### src/rtl/drum_seq_pkg.sv
// ---------------------------------------------------------------------------
// drum_seq_pkg
// Shared types and constants for the step sequencer and its voice gates.
//   NUM_STEPS_DEF / NUM_VOICES_DEF : default pattern geometry
//   TEMPO_MIN                      : shortest step, leaves room for the
//                                    one-cycle retrigger gap
//   step_t, pattern_row_t          : step index / pattern row at defaults
//   seq_state_e                    : sequencer FSM states
//   clamp_tempo()                  : applies TEMPO_MIN to a tempo divider
// ---------------------------------------------------------------------------
package drum_seq_pkg;

  localparam int NUM_STEPS_DEF  = 16;
  localparam int NUM_VOICES_DEF = 4;
  localparam int TEMPO_MIN      = 2;

  typedef logic [$clog2(NUM_STEPS_DEF)-1:0] step_t;
  typedef logic [NUM_STEPS_DEF-1:0]         pattern_row_t;

  typedef enum logic {
    IDLE = 1'b0,
    RUN  = 1'b1
  } seq_state_e;

  // A step of 1 cycle could not hold the low gap plus the re-raised enable.
  function automatic logic [15:0] clamp_tempo(input logic [15:0] div);
    return (div < 16'(TEMPO_MIN)) ? 16'(TEMPO_MIN) : div;
  endfunction

endpackage

### src/rtl/voice_gate.sv
// ---------------------------------------------------------------------------
// voice_gate
// Enable generator for one sample player. A hit raises voice_en for GATE_LEN
// cycles; a hit on an already-high gate drops it for one cycle first so the
// player rewinds, then raises it for a fresh GATE_LEN. run=0 cuts the gate.
// Ports:
//   clk       sample-rate clock
//   rst_n     synchronous active-low reset
//   run       0 = sequencer stopped, gate forced low
//   fire      hit for this voice on the current step edge
//   voice_en  enable to the sample player
// ---------------------------------------------------------------------------
module voice_gate
  import drum_seq_pkg::*;
#(
  parameter int GATE_LEN = 4000
) (
  input  logic clk,
  input  logic rst_n,
  input  logic run,
  input  logic fire,
  output logic voice_en
);

  localparam int            CW   = (GATE_LEN > 1) ? $clog2(GATE_LEN) : 1;
  localparam logic [CW-1:0] LOAD = CW'(GATE_LEN - 1);

  logic [CW-1:0] cnt_q;
  logic          gap_q;

  // cnt_q counts remaining high cycles after the current one, so the gate
  // drops on the edge where it reads zero: GATE_LEN high cycles in total.
  always_ff @(posedge clk) begin
    if (!rst_n) begin
      voice_en <= 1'b0;
      cnt_q    <= '0;
      gap_q    <= 1'b0;
    end else if (!run) begin
      voice_en <= 1'b0;
      gap_q    <= 1'b0;
    end else if (fire) begin
      if (voice_en) begin
        // retrigger: hold low one cycle, reload when re-raised
        voice_en <= 1'b0;
        gap_q    <= 1'b1;
      end else begin
        voice_en <= 1'b1;
        cnt_q    <= LOAD;
        gap_q    <= 1'b0;
      end
    end else if (gap_q) begin
      voice_en <= 1'b1;
      cnt_q    <= LOAD;
      gap_q    <= 1'b0;
    end else if (voice_en) begin
      if (cnt_q == '0) begin
        voice_en <= 1'b0;
      end else begin
        cnt_q <= cnt_q - CW'(1);
      end
    end
  end

endmodule

### src/rtl/step_sequencer.sv
// ---------------------------------------------------------------------------
// step_sequencer
// Pattern-driven trigger generator feeding per-voice sample players.
// Owns tempo, step position and the pattern RAM; per-voice gating lives in
// voice_gate.
// Ports:
//   clk          sample-rate clock
//   rst_n        synchronous active-low reset
//   run          level, 1 = play, 0 = stop
//   tempo_div    cycles per step (values below 2 act as 2)
//   pat_we       pattern row write strobe
//   pat_voice    row to write
//   pat_data     row contents, bit s = hit on step s
//   voice_en     enable to each sample player
//   step_idx     current step
//   step_strobe  one-cycle pulse on each step boundary and on start
//
// state | meaning
// IDLE  | stopped; step 0, gates low, waiting for run
// RUN   | counting ticks, advancing and firing steps
// ---------------------------------------------------------------------------
module step_sequencer
  import drum_seq_pkg::*;
#(
  parameter int NUM_VOICES = NUM_VOICES_DEF,
  parameter int NUM_STEPS  = NUM_STEPS_DEF,
  parameter int GATE_LEN   = 4000
) (
  input  logic                          clk,
  input  logic                          rst_n,
  input  logic                          run,
  input  logic [15:0]                   tempo_div,
  input  logic                          pat_we,
  input  logic [$clog2(NUM_VOICES)-1:0] pat_voice,
  input  logic [NUM_STEPS-1:0]          pat_data,
  output logic [NUM_VOICES-1:0]         voice_en,
  output logic [$clog2(NUM_STEPS)-1:0]  step_idx,
  output logic                          step_strobe
);

  localparam int SW = $clog2(NUM_STEPS);
  localparam int VW = $clog2(NUM_VOICES);

  seq_state_e           state_q, state_d;
  logic [15:0]          tick_q, tick_d;
  logic [15:0]          tempo_q, tempo_d;
  logic [SW-1:0]        step_q, step_d;
  logic [SW-1:0]        fire_idx;
  logic                 fire_step;
  logic [NUM_STEPS-1:0] pattern [NUM_VOICES];
  logic [NUM_VOICES-1:0] fire_voice;

  always_comb begin
    state_d   = state_q;
    tick_d    = tick_q;
    tempo_d   = tempo_q;
    step_d    = step_q;
    fire_step = 1'b0;
    fire_idx  = '0;
    case (state_q)
      IDLE: begin
        step_d = '0;
        tick_d = '0;
        if (run) begin
          state_d   = RUN;
          tempo_d   = clamp_tempo(tempo_div);
          fire_step = 1'b1;
        end
      end
      RUN: begin
        // stop wins over a coinciding boundary: no fire on the stop edge
        if (!run) begin
          state_d = IDLE;
          step_d  = '0;
          tick_d  = '0;
        end else if (tick_q == tempo_q - 16'd1) begin
          tick_d    = '0;
          step_d    = step_q + SW'(1);
          tempo_d   = clamp_tempo(tempo_div);
          fire_step = 1'b1;
          fire_idx  = step_d;
        end else begin
          tick_d = tick_q + 16'd1;
        end
      end
    endcase
  end

  always_ff @(posedge clk) begin
    if (!rst_n) begin
      state_q     <= IDLE;
      tick_q      <= '0;
      tempo_q     <= 16'(TEMPO_MIN);
      step_q      <= '0;
      step_strobe <= 1'b0;
    end else begin
      state_q     <= state_d;
      tick_q      <= tick_d;
      tempo_q     <= tempo_d;
      step_q      <= step_d;
      step_strobe <= fire_step;
    end
  end

  // Rows are read combinationally for the firing edge, so a write on that
  // same edge only affects later steps. Out-of-range rows never match.
  always_ff @(posedge clk) begin
    for (int v = 0; v < NUM_VOICES; v++) begin
      if (!rst_n) begin
        pattern[v] <= '0;
      end else if (pat_we && (pat_voice == VW'(v))) begin
        pattern[v] <= pat_data;
      end
    end
  end

  assign step_idx = step_q;

  for (genvar v = 0; v < NUM_VOICES; v++) begin : g_voice
    assign fire_voice[v] = fire_step & pattern[v][fire_idx];

    voice_gate #(
      .GATE_LEN (GATE_LEN)
    ) u_gate (
      .clk      (clk),
      .rst_n    (rst_n),
      .run      (run),
      .fire     (fire_voice[v]),
      .voice_en (voice_en[v])
    );
  end

endmodule

### config.mk
export PLATFORM = sky130hd
export DESIGN_NAME = step_sequencer
export DESIGN_NICKNAME = d
export VERILOG_FILES = /design/src/rtl/drum_seq_pkg.sv /design/src/rtl/voice_gate.sv /design/src/rtl/step_sequencer.sv
export SDC_FILE = /design/constraint.sdc
export NUM_CORES = 1
export LEC_CHECK = 0
export CAP_MARGIN = 0
export CORE_MARGIN = 2
export CORE_UTILIZATION = 45
export DETAILED_ROUTE_END_ITERATION = 8
export PLACE_DENSITY_LB_ADDON = 0.12
export SYNTH_ARGS = -nofsm -noshare
export SYNTH_HDL_FRONTEND = slang
export SYNTH_SLANG_ARGS = --single-unit
### constraint.sdc
create_clock -name clk -period 5.35 [get_ports clk]
set_input_delay 0.535 -clock clk [delete_from_list [all_inputs] [get_ports clk]]
set_output_delay 0.535 -clock clk [all_outputs]
set_load 0.01 [all_outputs]
==> results.py <==
metrics = {
    "run_status": {
        "outcome": "completed",
    },
    "worst_setup_path": {
        "crit_required_ns": 5.67,
        "start_kind": "flip-flop",
        "arrival_ns": 4.54,
        "crit_fanout": 30,
        "critPathKind": "flip-flop to flip-flop",
        "cpPeakStageDelay_ns": 1.02,
        "critPathSlowestCell": "ha_1",
        "crit_top_cell": "o21ai_0",
        "path_cells": "buf_4, ha_1, or3_1, o21ai_0, o21ai_0, a41oi_1, nor2b_1, a211oi_2, or2_1, o21bai_1, a31o_2",
        "endpoint_kind": "flip-flop",
    },
    "logic_synthesis": {
        "netlist_area_um2": 8125,
        "synth-seq-area-share_pct": 46.81,
        "ys_ff_latch": 158,
        "synth_cell_types": 81,
        "synth_cells": 875,
        "synth_warnings": 0,
        "avgSynthCellArea_um2": 9.286,
        "synth_edf_count": 64,
        "synth_nets": 920,
        "ys.flop_type": "dfxtp_1",
        "async_flop_share_pct": 0,
    },
    "power": {
        "power.density_nw_per_um2": 316.9,
        "total_power_w": 0.002963,
        "vdd_drop_max_uv": 203.9,
        "p_leak_nw": 3.332,
    },
    "die": {
        "die_h_um": 138.4,
        "start_util_pct": 45.54,
        "num_rows": 49,
        "io-pin-count": 47,
        "die_width_um": 138.4,
        "core_um2": 17840,
        "die_area_um2": 19150,
    },
    "clock_network": {
        "clk_latency_ns": 0.43,
        "cts-htree-levels": 4,
        "cts-resized-gates": 0,
        "cts_sinks": 158,
        "cts_tree": "built",
        "cts_root_buffer": "clkbuf_16",
        "postCtsHoldBufs": 0,
        "numCtsBuffers": 17,
        "clk_path_buf_depth": 2,
        "clk_pin_slew_ns": 0.06,
        "cts_setup_buffers": 0,
    },
    "route": {
        "viasPerCell": 5.787,
        "ant_nets": 0,
        "wl_met3_um": 699,
        "drc_errors": 0,
        "wl_per_cell_um": 17.09,
        "wl_met1_um": 8984,
        "firstDrtPassIters": 4,
        "via_count": 6649,
        "drt_iter0_markers": 388,
        "routed.top_layer": "met4",
        "routed_wl_um": 19640,
        "route.met2.wl_um": 9638,
    },
    "placement": {
        "hpwl_um": 13570,
        "dp.cells": 1118,
        "io_buffers": 46,
        "gp_congestion": 0.9235,
    },
    "finish": {
        "area_growth_pct": 15.08,
        "fin_util_pct": 52.41,
        "fin_cells": 1149,
        "drive_above_1_share_pct": 7.826,
        "final_nets": 953,
        "diodes": 0,
    },
    "sta": {
        "layout_min_cycle_time_ns": 4.220,
        "setup_violations": 0,
        "fmax_mhz": 236.9,
        "post-route-period-util_pct": 78.89,
        "tightest_slew_ns": 1.164,
        "slew_headroom_pct": 22.41,
        "slew_viol_final": 0,
        "final.setup.tns_ns": 0,
        "holdWs_ns": 0.4914,
        "hold_viol": 0,
        "finClkSkew_ns": 0.007817,
        "grt_setup_unrepaired": "no",
    },
    "global_route": {
        "grtUsageTotal_pct": 20.71,
        "grt_pass1_wl_um": 32380,
        "antenna_found_initial": 0,
        "grt_start_max_net_pins": 58,
        "grt_pass1_vias": 6464,
        "grt-ovfl-total": 0,
    },
    "worst_hold_path": {
        "hold_path.class": "flip-flop to flip-flop",
    },
    "job": {
        "drv_cap": 0,
    },
}
==> flip-flops by register name, indices dropped and copies added (netlist names) <==
| signal | flops |
|---|---|
| pattern | 64 |
| g_voice.u_gate.cnt_q | 48 |
| tempo_q | 16 |
| tick_q | 16 |
| g_voice.u_gate.gap_q | 4 |
| g_voice.u_gate.voice_en | 4 |
| step_idx | 4 |
| state_q | 1 |
| step_strobe | 1 |
==> layout by cell type (no fill, tap or decap), types with 7 or more instances in the layout <==
| cell type | n |
|---|---|
| mux2i_1 | 12 |
| buf_4 | 10 |
| dfxtp_1 | 94 |
| a21oi_1 | 53 |
| a41oi_1 | 8 |
| or3_1 | 23 |
| xnor2_1 | 23 |
| and2_1 | 68 |
| nand2_1 | 76 |
| nor3_1 | 16 |
| ha_1 | 7 |
| o211ai_1 | 9 |
| clkdlybuf4s50_1 | 45 |
| o21ai_0 | 46 |
| nor2b_1 | 13 |
| xor2_1 | 12 |
| nand4_1 | 14 |
| o31ai_1 | 7 |
| inv_1 | 35 |
| nand3_1 | 29 |
| nor2_1 | 61 |
| a31oi_1 | 15 |
| and3_1 | 15 |
| a211oi_1 | 10 |
| clkbuf_16 | 17 |
| edfxtp_1 | 64 |
==> worst paths after layout <==
kind	cells after the start	slack, ns	to	from
max	11	1.13	g_voice[0].u_gate.cnt_q[5]$_SDFFE_PN0P_	step_idx[0]$_SDFFE_PN0P_
min	2	0.49	g_voice[0].u_gate.cnt_q[0]$_SDFFE_PN0P_	g_voice[0].u_gate.cnt_q[0]$_SDFFE_PN0P_
max reg2reg	11	1.13	g_voice[0].u_gate.cnt_q[5]$_SDFFE_PN0P_	step_idx[0]$_SDFFE_PN0P_
min reg2reg	2	0.49	g_voice[0].u_gate.cnt_q[0]$_SDFFE_PN0P_	g_voice[0].u_gate.cnt_q[0]$_SDFFE_PN0P_
==> routing by layer <==
layer | vias up | GRT usage (%)
met4 | 0 | 6.982
met2 | 146 | 35.36
met1 | 3211 | 26.48
met3 | 32 | 3.949
met5 | - | 0
li1 | 3260 | -
==> metrics by stage <==
step           worst slack [ns]  cell area [µm²]
2_1_floorplan             1.883             8125
3_3_place_gp              1.200             8766
3_5_place_dp              1.194             8766
4_1_cts                   1.164             9350
5_1_grt                  0.8845             9350
6_report                  1.130             9350
==> cells in the mapped netlist (all sizes together), types with 3 or more instances <==
cell,n,area [µm²]
edfxtp,64,1922
o211a,4,40.04
clkbuf,24,90.09
nor2,62,235.2
nand2,76,285.3
o21bai,6,48.80
o21a,4,30.03
dfxtp,94,1882
or4,6,48.80
xor2,12,105.1
or3,23,143.9
a21oi,53,265.3
xnor2,23,201.4
and2,70,437.9
and4,4,35.03
nand3,30,155.1
a41oi,8,70.07
nor3,22,131.4
nor2b,13,81.33
nor4,7,50.05
mux2i,12,120.1
o21ai,52,260.3
a311oi,3,26.28
a21o,5,38.79
o31ai,7,52.55
nand4,14,87.58
o311a,5,50.05
inv,35,131.4
a31oi,16,106.4
a31o,6,52.56
nand2b,5,31.28
o22ai,5,31.28
a211oi,13,120.1
and3,15,93.84
o211ai,9,67.56
buf,18,101.4
or2,5,31.28
ha,7,87.58
==> where the power goes <==
group	leakage (nW)	total [W]	switching (W)	internal, W
logic	1.66	0.000393	0.000232	0.000161
registers	1.39	0.00137	0.0000455	0.00132
clock network	0.276	0.00120	0.000509	0.000692
==> layout make-up <==
| type | count | area [µm²] |
|---|---|---|
| fillers | 1580 | 8491 |
| multi-input cells | 639 | 4010 |
| flip-flops and latches | 158 | 3804 |
| repair buffers | 56 | 530.5 |
| clock buffers | 17 | 425.4 |
| well taps | 229 | 286.5 |
| clock inverters | 14 | 158.9 |
| inverters | 36 | 135.1 |
==> logic make-up (layout without fill, tap and decap cells) <==
group | after synthesis | count (layout) | synth area share [%]
compound gates | 221 | 221 | 18.39
xor+xnor | 35 | 35 | 3.773
fa+ha+maj | 7 | 7 | 1.078
buf+inv | 78 | 123 | 4.019
flops | 158 | 158 | 46.81
mux | 15 | 15 | 2.171
simple gates | 361 | 361 | 23.76
==> critical path, delay by kind of cell (launching register included) <==
| family | cells | cell delay (ns) |
|---|---|---|
| adders and majority gates | 1 | 1.02 |
| AOI/OAI and AO/OA | 6 | 1.50 |
| buffers and inverters | 1 | 0.23 |
| and+or+nand+nor | 3 | 1.06 |
| DFF | 1 | 0.30 |
No activity file was read; power rests on OpenSTA's default activity.
